## src/rtl/multicycle_control.sv

```systemverilog
// Multi-cycle control FSM for the Ak-16b core: per-state datapath strobes,
// memory wait/timeout handling, sticky HALT/FAULT and a retired-instruction counter.
//
// state  | meaning
// RST    | held in reset, everything quiet
// FETCH  | read instruction at PC, wait for mem_ready, load IR and PC+1
// DECODE | latch opcode, retire NOP/HALT, trap illegal codes
// EXEC   | ALU operation, branch/jump resolution
// MEM    | data access at ALU result address
// WB     | register file write (ALU result or load data)
// HALT   | absorbing, halted=1
// FAULT  | absorbing, fault=1 (illegal opcode or memory timeout)
module multicycle_control #(
   parameter int OPCODE_W    = 4,
   parameter int ALUOP_W     = 4,
   parameter int MEM_TIMEOUT = 15,
   parameter int CNT_W       = 16
) (
   input  logic                clk,
   input  logic                rst_n,
   input  logic [OPCODE_W-1:0] opcode,
   input  logic                is_nop,
   input  logic                zero,
   input  logic                mem_ready,
   output logic                pc_write,
   output logic [1:0]          pc_src,
   output logic                ir_write,
   output logic                iord,
   output logic                mem_read,
   output logic                mem_write,
   output logic                mem_to_reg,
   output logic                alu_src,
   output logic                reg_write,
   output logic [ALUOP_W-1:0]  alu_op,
   output logic                halted,
   output logic                fault,
   output logic [CNT_W-1:0]    retired_cnt
);

   typedef enum logic [2:0] {
      S_RST, S_FETCH, S_DECODE, S_EXEC, S_MEM, S_WB, S_HALT, S_FAULT
   } state_e;

   typedef enum logic [3:0] {
      OP_ADD, OP_SUB, OP_AND, OP_OR, OP_XOR, OP_SLT,
      OP_ADDI, OP_ANDI, OP_ORI, OP_XORI,
      OP_LW, OP_SW, OP_BEQ, OP_BNE, OP_JUMP, OP_HALT
   } op_e;

   localparam logic [ALUOP_W-1:0] ALU_ADD = ALUOP_W'(0);
   localparam logic [ALUOP_W-1:0] ALU_SUB = ALUOP_W'(1);
   localparam logic [ALUOP_W-1:0] ALU_AND = ALUOP_W'(2);
   localparam logic [ALUOP_W-1:0] ALU_OR  = ALUOP_W'(3);
   localparam logic [ALUOP_W-1:0] ALU_XOR = ALUOP_W'(4);
   localparam logic [ALUOP_W-1:0] ALU_SLT = ALUOP_W'(5);

   localparam int WAIT_W = (MEM_TIMEOUT < 2) ? 1 : $clog2(MEM_TIMEOUT + 1);
   localparam logic [WAIT_W-1:0] TIMEOUT_V = WAIT_W'(MEM_TIMEOUT);

   state_e              state_q, state_d;
   op_e                 op_q, op_d;
   logic [WAIT_W-1:0]   wait_cnt_q, wait_cnt_d;
   logic [CNT_W-1:0]    retired_cnt_q, retired_cnt_d;
   logic                retire;
   logic                illegal;
   logic                timeout;

   // Only the low four bits carry a defined instruction; anything above is a trap.
   assign illegal = |(opcode >> 4);
   assign timeout = (MEM_TIMEOUT != 0) && (wait_cnt_q == TIMEOUT_V) && !mem_ready;

   always_comb begin
      state_d    = state_q;
      op_d       = op_q;
      retire     = 1'b0;
      pc_write   = 1'b0;
      pc_src     = 2'd0;
      ir_write   = 1'b0;
      iord       = 1'b0;
      mem_read   = 1'b0;
      mem_write  = 1'b0;
      mem_to_reg = 1'b0;
      alu_src    = 1'b0;
      reg_write  = 1'b0;
      alu_op     = ALU_ADD;
      halted     = 1'b0;
      fault      = 1'b0;
      case (state_q)
         S_RST: state_d = S_FETCH;
         S_FETCH: begin
            mem_read = 1'b1;
            if (mem_ready) begin
               ir_write = 1'b1;
               pc_write = 1'b1;
               state_d  = S_DECODE;
            end else if (timeout) begin
               state_d = S_FAULT;
            end
         end
         S_DECODE: begin
            op_d = op_e'(opcode[3:0]);
            if (is_nop) begin
               retire  = 1'b1;
               state_d = S_FETCH;
            end else if (illegal) begin
               state_d = S_FAULT;
            end else if (op_e'(opcode[3:0]) == OP_HALT) begin
               retire  = 1'b1;
               state_d = S_HALT;
            end else begin
               state_d = S_EXEC;
            end
         end
         S_EXEC: begin
            state_d = S_WB;
            case (op_q)
               OP_ADD:  alu_op = ALU_ADD;
               OP_SUB:  alu_op = ALU_SUB;
               OP_AND:  alu_op = ALU_AND;
               OP_OR:   alu_op = ALU_OR;
               OP_XOR:  alu_op = ALU_XOR;
               OP_SLT:  alu_op = ALU_SLT;
               OP_ADDI: begin alu_op = ALU_ADD; alu_src = 1'b1; end
               OP_ANDI: begin alu_op = ALU_AND; alu_src = 1'b1; end
               OP_ORI:  begin alu_op = ALU_OR;  alu_src = 1'b1; end
               OP_XORI: begin alu_op = ALU_XOR; alu_src = 1'b1; end
               OP_LW, OP_SW: begin
                  alu_src = 1'b1;
                  state_d = S_MEM;
               end
               OP_BEQ, OP_BNE: begin
                  alu_op   = ALU_SUB;
                  pc_src   = 2'd1;
                  pc_write = (op_q == OP_BEQ) ? zero : !zero;
                  retire   = 1'b1;
                  state_d  = S_FETCH;
               end
               OP_JUMP: begin
                  pc_write = 1'b1;
                  pc_src   = 2'd2;
                  retire   = 1'b1;
                  state_d  = S_FETCH;
               end
               default: state_d = S_FAULT; // HALT never reaches EXEC
            endcase
         end
         S_MEM: begin
            iord      = 1'b1;
            mem_read  = (op_q == OP_LW);
            mem_write = (op_q == OP_SW);
            if (mem_ready) begin
               if (op_q == OP_LW) begin
                  state_d = S_WB;
               end else begin
                  retire  = 1'b1;
                  state_d = S_FETCH;
               end
            end else if (timeout) begin
               state_d = S_FAULT;
            end
         end
         S_WB: begin
            reg_write  = 1'b1;
            mem_to_reg = (op_q == OP_LW);
            retire     = 1'b1;
            state_d    = S_FETCH;
         end
         S_HALT:  halted = 1'b1;
         S_FAULT: fault  = 1'b1;
         default: state_d = S_FAULT;
      endcase
   end

   always_comb begin
      wait_cnt_d = wait_cnt_q;
      if ((state_d != state_q) && (state_d == S_FETCH || state_d == S_MEM)) begin
         wait_cnt_d = '0;
      end else if ((state_q == S_FETCH || state_q == S_MEM) && !mem_ready) begin
         wait_cnt_d = wait_cnt_q + 1'b1;
      end
      retired_cnt_d = retired_cnt_q + CNT_W'(retire);
   end

   always_ff @(posedge clk or negedge rst_n) begin
      if (!rst_n) begin
         state_q       <= S_RST;
         op_q          <= OP_ADD;
         wait_cnt_q    <= '0;
         retired_cnt_q <= '0;
      end else begin
         state_q       <= state_d;
         op_q          <= op_d;
         wait_cnt_q    <= wait_cnt_d;
         retired_cnt_q <= retired_cnt_d;
      end
   end

   assign retired_cnt = retired_cnt_q;

endmodule

```

## config.mk

```make
export PLATFORM = sky130hd
export DESIGN_NAME = multicycle_control
export DESIGN_NICKNAME = d
export VERILOG_FILES = /design/src/rtl/multicycle_control.sv
export SDC_FILE = /design/constraint.sdc
export NUM_CORES = 1
export LEC_CHECK = 0
export ABC_AREA = 1
export BUFFER_PORTS_ARGS = -buffer_cell sky130_fd_sc_hd__buf_2
export CORE_MARGIN = 10
export CORE_UTILIZATION = 45
export CTS_BUF_LIST = sky130_fd_sc_hd__clkbuf_8
export DETAILED_ROUTE_END_ITERATION = 7
export GPL_ROUTABILITY_DRIVEN = 0
export MAX_ROUTING_LAYER = met4
export PLACE_DENSITY = 0.69
export SYNTH_ARGS = -nofsm -noshare
export SYNTH_HDL_FRONTEND = slang
export SYNTH_SLANG_ARGS = --single-unit
```

## constraint.sdc

```tcl
create_clock -name clk -period 6.1 [get_ports clk]
set_input_delay 1.22 -clock clk [delete_from_list [all_inputs] [get_ports clk]]
set_output_delay 1.22 -clock clk [all_outputs]
set_load 0.05 [all_outputs]
```

Word-level counts from Yosys, hierarchy flattened

Cells that the tools add are included.

Flip-flop bits (word level): 27
Bits of input ports: 9
Output and inout port bits: 32
Word-level logic and storage cells: 86

Add/sub/neg operators: 2
Eq/ne operators: 26
Mux-type cells: 34
Reductions and logical operators: 20

Operators with widths:

| operator                                             | number |
|---|---|
| equality test 4 bit (second input constant)          | 9 |
| one-hot mux 3 bit (5 select lines)                   | 2 |
| two-way mux 3 bit                                    | 7 |
| adder 16 x 1 -> 16 bit                               | 1 |
| equality test 4 x 3 -> 1 bit (second input constant) | 4 |
| two-way mux 1 bit                                    | 16 |
| equality test 3 bit (second input constant)          | 5 |
| OR reduction 2 bit                                   | 6 |
| OR reduction 10 bit                                  | 1 |
| one-hot mux 3 bit (3 select lines)                   | 1 |
| equality test 4 x 2 -> 1 bit (second input constant) | 2 |
| two-way mux 4 bit                                    | 2 |
| equality test 3 x 1 -> 1 bit (second input constant) | 2 |
| equality test 3 x 2 -> 1 bit (second input constant) | 2 |
| one-hot mux 1 bit (2 select lines)                   | 3 |
| OR reduction 3 bit                                   | 2 |
| OR reduction 6 bit                                   | 1 |
| adder 4 x 1 -> 4 bit (second input constant)         | 1 |
| equality test 4 x 1 -> 1 bit (second input constant) | 1 |
| logical NOT 4 bit                                    | 1 |
| one-hot mux 1 bit (4 select lines)                   | 1 |
| one-hot mux 2 bit (2 select lines)                   | 1 |
| logical AND 1 bit                                    | 3 |
| logical NOT 3 bit                                    | 1 |
| 5 further kinds                                      | 7 |

Depth between registers and ports, before layout

Depth after elaboration: 9
Depth in mapped cells: 19
Gate-level depth less buffers: 17

Least setup slack after synthesis

No wires, ideal clock.

Kind: register -> output
From: register state_q[2]
To: output port alu_op[2]
Data arrival time: 2.180 ns
Data required time: 4.880 ns
Setup slack: 2.700 ns
Stages on the path, launching flop included: 4
Path buffers: 0
Path through: dfrtp_1 inv_2 nand3_2 nor4_1

Longest elaborated chain between the ends: 2

Ends and longest elaborated chain:

| element                      | RTL line | source |
|---|---|---|
| start: declaration           | 60       | `state_e state_q, state_d;` |
| start signal: assignment     | 191      | `state_q <= state_d;` |
| equality test 3 x 2 -> 1 bit | 88       | `case (state_q)` |
| two-way mux 3 bit            | 88       |  |
| end: declaration             | 34       | `output logic [ALUOP_W-1:0] alu_op,` |

No other way between the ends.

Worst setup path after layout

From: input port mem_ready
To: output port pc_write

Longest elaborated chain between the ends: 2

Ends and longest elaborated chain:

| element                            | RTL line | source |
|---|---|---|
| start: declaration                 | 24       | `input logic mem_ready,` |
| two-way mux 1 bit                  | 92       | `if (mem_ready) begin` |
| one-hot mux 1 bit (2 select lines) | 88       |  |
| end: declaration                   | 25       | `output logic pc_write,` |

No other way between the ends.

==> impl_metrics.yaml <==
clocking:
  root_buffer: "clkbuf_8"
  clk_pin_slew_ps: 100
  post_cts_resize_count: 0
  cts_sinks: 27
  worstSkewPairLatency_ps: 270
  clk_path_buf_depth: 2
  tritoncts: "yes"
  htreeDepth: 1
  cts_made_buffers: 3
  post-cts-setup-buffers: 0
  cts_hold_buf: 0
logic_synthesis:
  ys_types: 28
  syn_inst: 223
  synth_fp_nets: 236
  syn_area_per_cell_um2: 7.59
  ys_seq_area_share_pct: 39.9
  synth_area_um2: 1690
  ys_ff_latch: 27
  synth_top_family_by_area: "simple AND/OR/NAND/NOR gates"
  yosys_warnings: 0
  yosys-mux-area-fraction_pct: 0
  synth_fa_ha_area_share_pct: 2.96
  synth-simple-area-share_pct: 31.6
  yosys.area_share.xor_xnor_pct: 8.80
  synth_compound_area_share_pct: 5.69
detailed_routing:
  drt_iter0_drc: 95
  via_count: 1483
  routed_via_density: 4.80
  remaining_drc_errors: 0
  routedWlPerCell_um: 12.3
  wirelength_um: 3790
  ant_nets: 0
  drt-pass1-iter-count: 4
min_path:
  hold_start: "retired_cnt[15]"
  min_path_type: "flop to flop"
  hold_depth: 1
  holdPathEnd: "retired_cnt[15]"
flow_run:
  max-cap-violations: 0
placed_design:
  hpwl_um: 3050
  numPortBuffers: 39
timing:
  fin_tns_setup_ps: 0
  period_needed_ps: 3190
  skew_ps: 2.39
  grt_setup_unrepaired: "false"
  setup_viol: 0
  post-route-period-util_pct: 52.4
  slew_headroom_pct: 61.1
  max_slew.worst_pin.slew_ps: 583
  fmax_mhz: 313
  hold_viol: 0
  slew_violations: 0
setup_path:
  arrival_ps: 1970
  crit_fanout: 5
  critPathKind: "input port to output port"
  r2r_end: "retired_cnt[12]"
  cp-start-kind: "input port"
  crit_chain: "buf_2 -> inv_1 -> o22ai_1 -> buf_2"
  cp_common_cell: "buf_2"
  crit_required_ps: 4880
  crit_slowest_cell: "buf_2"
  regToRegSetupSlack_ps: 3410
  critPathMaxStageDelay_ps: 290
  critPathCaptureType: "output port"
  r2r_start: "state_q[2]"
  reg2reg_depth: 17
floorplan:
  coreArea_um2: 3660
  initial_core_util_pct: 46.2
  die_area_um2: 6620
  die_h_um: 81.3
  io_pins: 41
  dieWidth_um: 81.3
  rows: 22
global_routing:
  grt_pass1_vias: 1484
  grt_use_total_pct: 12.2
  grt_max_degree: 28
  grt_first_pass_wirelength_um: 6440
  antenna_found_initial: 0
  grt_overflow: 0
finish:
  area_delta_synth_final_pct: 16.0
  antenna_cells: 0
  nets: 275
  postLayoutCoreUtil_pct: 53.7
  fill_cells: 368
  drive_above_1_share_pct: 26.8
power:
  leakage_nw: 1.13
  ir_worst_vdd_uv: 262
  powerDensity_nw_per_um2: 454
outcome:
  status: "finished clean"
## logic make-up after synthesis
| logic type | after synthesis |
|---|---|
| AOI/OAI and AO/OA | 18 |
| buffers and inverters | 45 |
| xor gates and xnor gates | 17 |
| and+or+nand+nor | 111 |
| DFF | 27 |
| adders and majority gates | 4 |
| other | 1 |
## flip-flops by register name, summed over array words and instances, names as in the netlist
name	count
state_q	3
op_q	4
retired_cnt	16
wait_cnt_q	4
## worst max path at each step
| stage | start | endpoint | cells after the start |
|---|---|---|---|
| floorplan | state_q[2] | alu_op[2] | 3 |
| global placement | opcode[1] | retired_cnt[14] | 17 |
| detailed placement | opcode[1] | retired_cnt[14] | 17 |
| CTS | mem_ready | pc_write | 4 |
| global route | opcode[1] | retired_cnt[14] | 17 |
| finish | mem_ready | pc_write | 4 |
## worst max-delay path, delay by kind of cell
family | cells | cell delay (ps)
AOI/OAI and AO/OA | 1 | 200
buffers and inverters | 3 | 540
## cells in the mapped netlist
| master | count | share of area [%] |
|---|---|---|
| a21oi_1 | 4 | 1.2 |
| buf_2 | 3 | 0.89 |
| buf_4 | 1 | 0.44 |
| buf_6 | 1 | 0.67 |
| clkinv_1 | 1 | 0.22 |
| conb_1 | 1 | 0.22 |
| dfrtp_1 | 27 | 40 |
| ha_1 | 4 | 3.0 |
| inv_1 | 32 | 7.1 |
| inv_2 | 7 | 1.6 |
| nand2_1 | 49 | 11 |
| nand2_2 | 2 | 0.74 |
| nand2_4 | 1 | 0.67 |
| nand3_1 | 12 | 3.5 |
| nand3_2 | 4 | 2.4 |
| nand4_1 | 2 | 0.74 |
| nor2_1 | 22 | 4.9 |
| nor2_2 | 9 | 3.3 |
| nor2_4 | 2 | 1.3 |
| nor3_1 | 4 | 1.2 |
| nor3_2 | 2 | 1.2 |
| nor4_1 | 2 | 0.74 |
| o21ai_0 | 9 | 2.7 |
| o21ai_1 | 2 | 0.59 |
| o221ai_1 | 1 | 0.52 |
| o22ai_1 | 2 | 0.74 |
| xnor2_1 | 7 | 3.6 |
| xor2_1 | 10 | 5.2 |
## stage by stage
stage          power (mW)  area [µm²]  hold WS (ps)  worst slack, ps  std cells
6_report            0.891        1960           478             2910        309
4_1_cts             0.899        1960           477             2910        309
3_3_place_gp        0.783        1910           459             2870        305
5_1_grt             0.966        1960           508             2750        309
3_5_place_dp        0.790        1910           459             2780        305
2_1_floorplan       0.687        1690           545             2700        223
## layer usage
layer | GRT usage [%] | up-vias | wire length, µm
li1 | - | 766 | -
met1 | 15.7 | 687 | 1830
met2 | 19.2 | 26 | 1820
met3 | 2.21 | 4 | 113
met4 | 3.29 | 0 | 30
met5 | - | - | 0
## layout by cell type (no fill, tap or decap)
cell / netlist / layout
buf_2: 3 / 39
nand2_2: 2 / 2
o22ai_1: 2 / 2
inv_6: 0 / 1
nor3_1: 4 / 4
inv_2: 7 / 7
clkinv_1: 1 / 1
nor4_1: 2 / 2
inv_1: 32 / 32
o221ai_1: 1 / 1
nand2_1: 49 / 49
nand4_1: 2 / 2
a21oi_1: 4 / 4
nor3_2: 2 / 2
nor2_2: 9 / 9
o21ai_1: 2 / 2
nor2_4: 2 / 2
nand3_2: 4 / 4
nand2_4: 1 / 1
nor2_1: 22 / 22
nand3_1: 12 / 12
conb_1: 1 / 1
xor2_1: 10 / 10
dfrtp_1: 27 / 27
clkbuf_8: 0 / 3
o21ai_0: 9 / 9
xnor2_1: 7 / 7
ha_1: 4 / 4
## layout make-up
class / count / area, µm² / share of cell area, %
Multi-Input combinational cell: 151 / 833 / 42.4
Sequential cell: 27 / 676 / 34.4
Timing Repair Buffer: 39 / 195 / 9.94
Inverter: 40 / 150 / 7.64
Tap cell: 48 / 60.1 / 3.06
Clock buffer: 3 / 41.3 / 2.10
Clock inverter: 1 / 8.76 / 0.446
## power by group
group | internal, mW | switching, mW
Combinational | 0.142 | 0.357
Clock | 0.0480 | 0.0602
Sequential | 0.222 | 0.0631
Power figures use the tool's default switching activity.
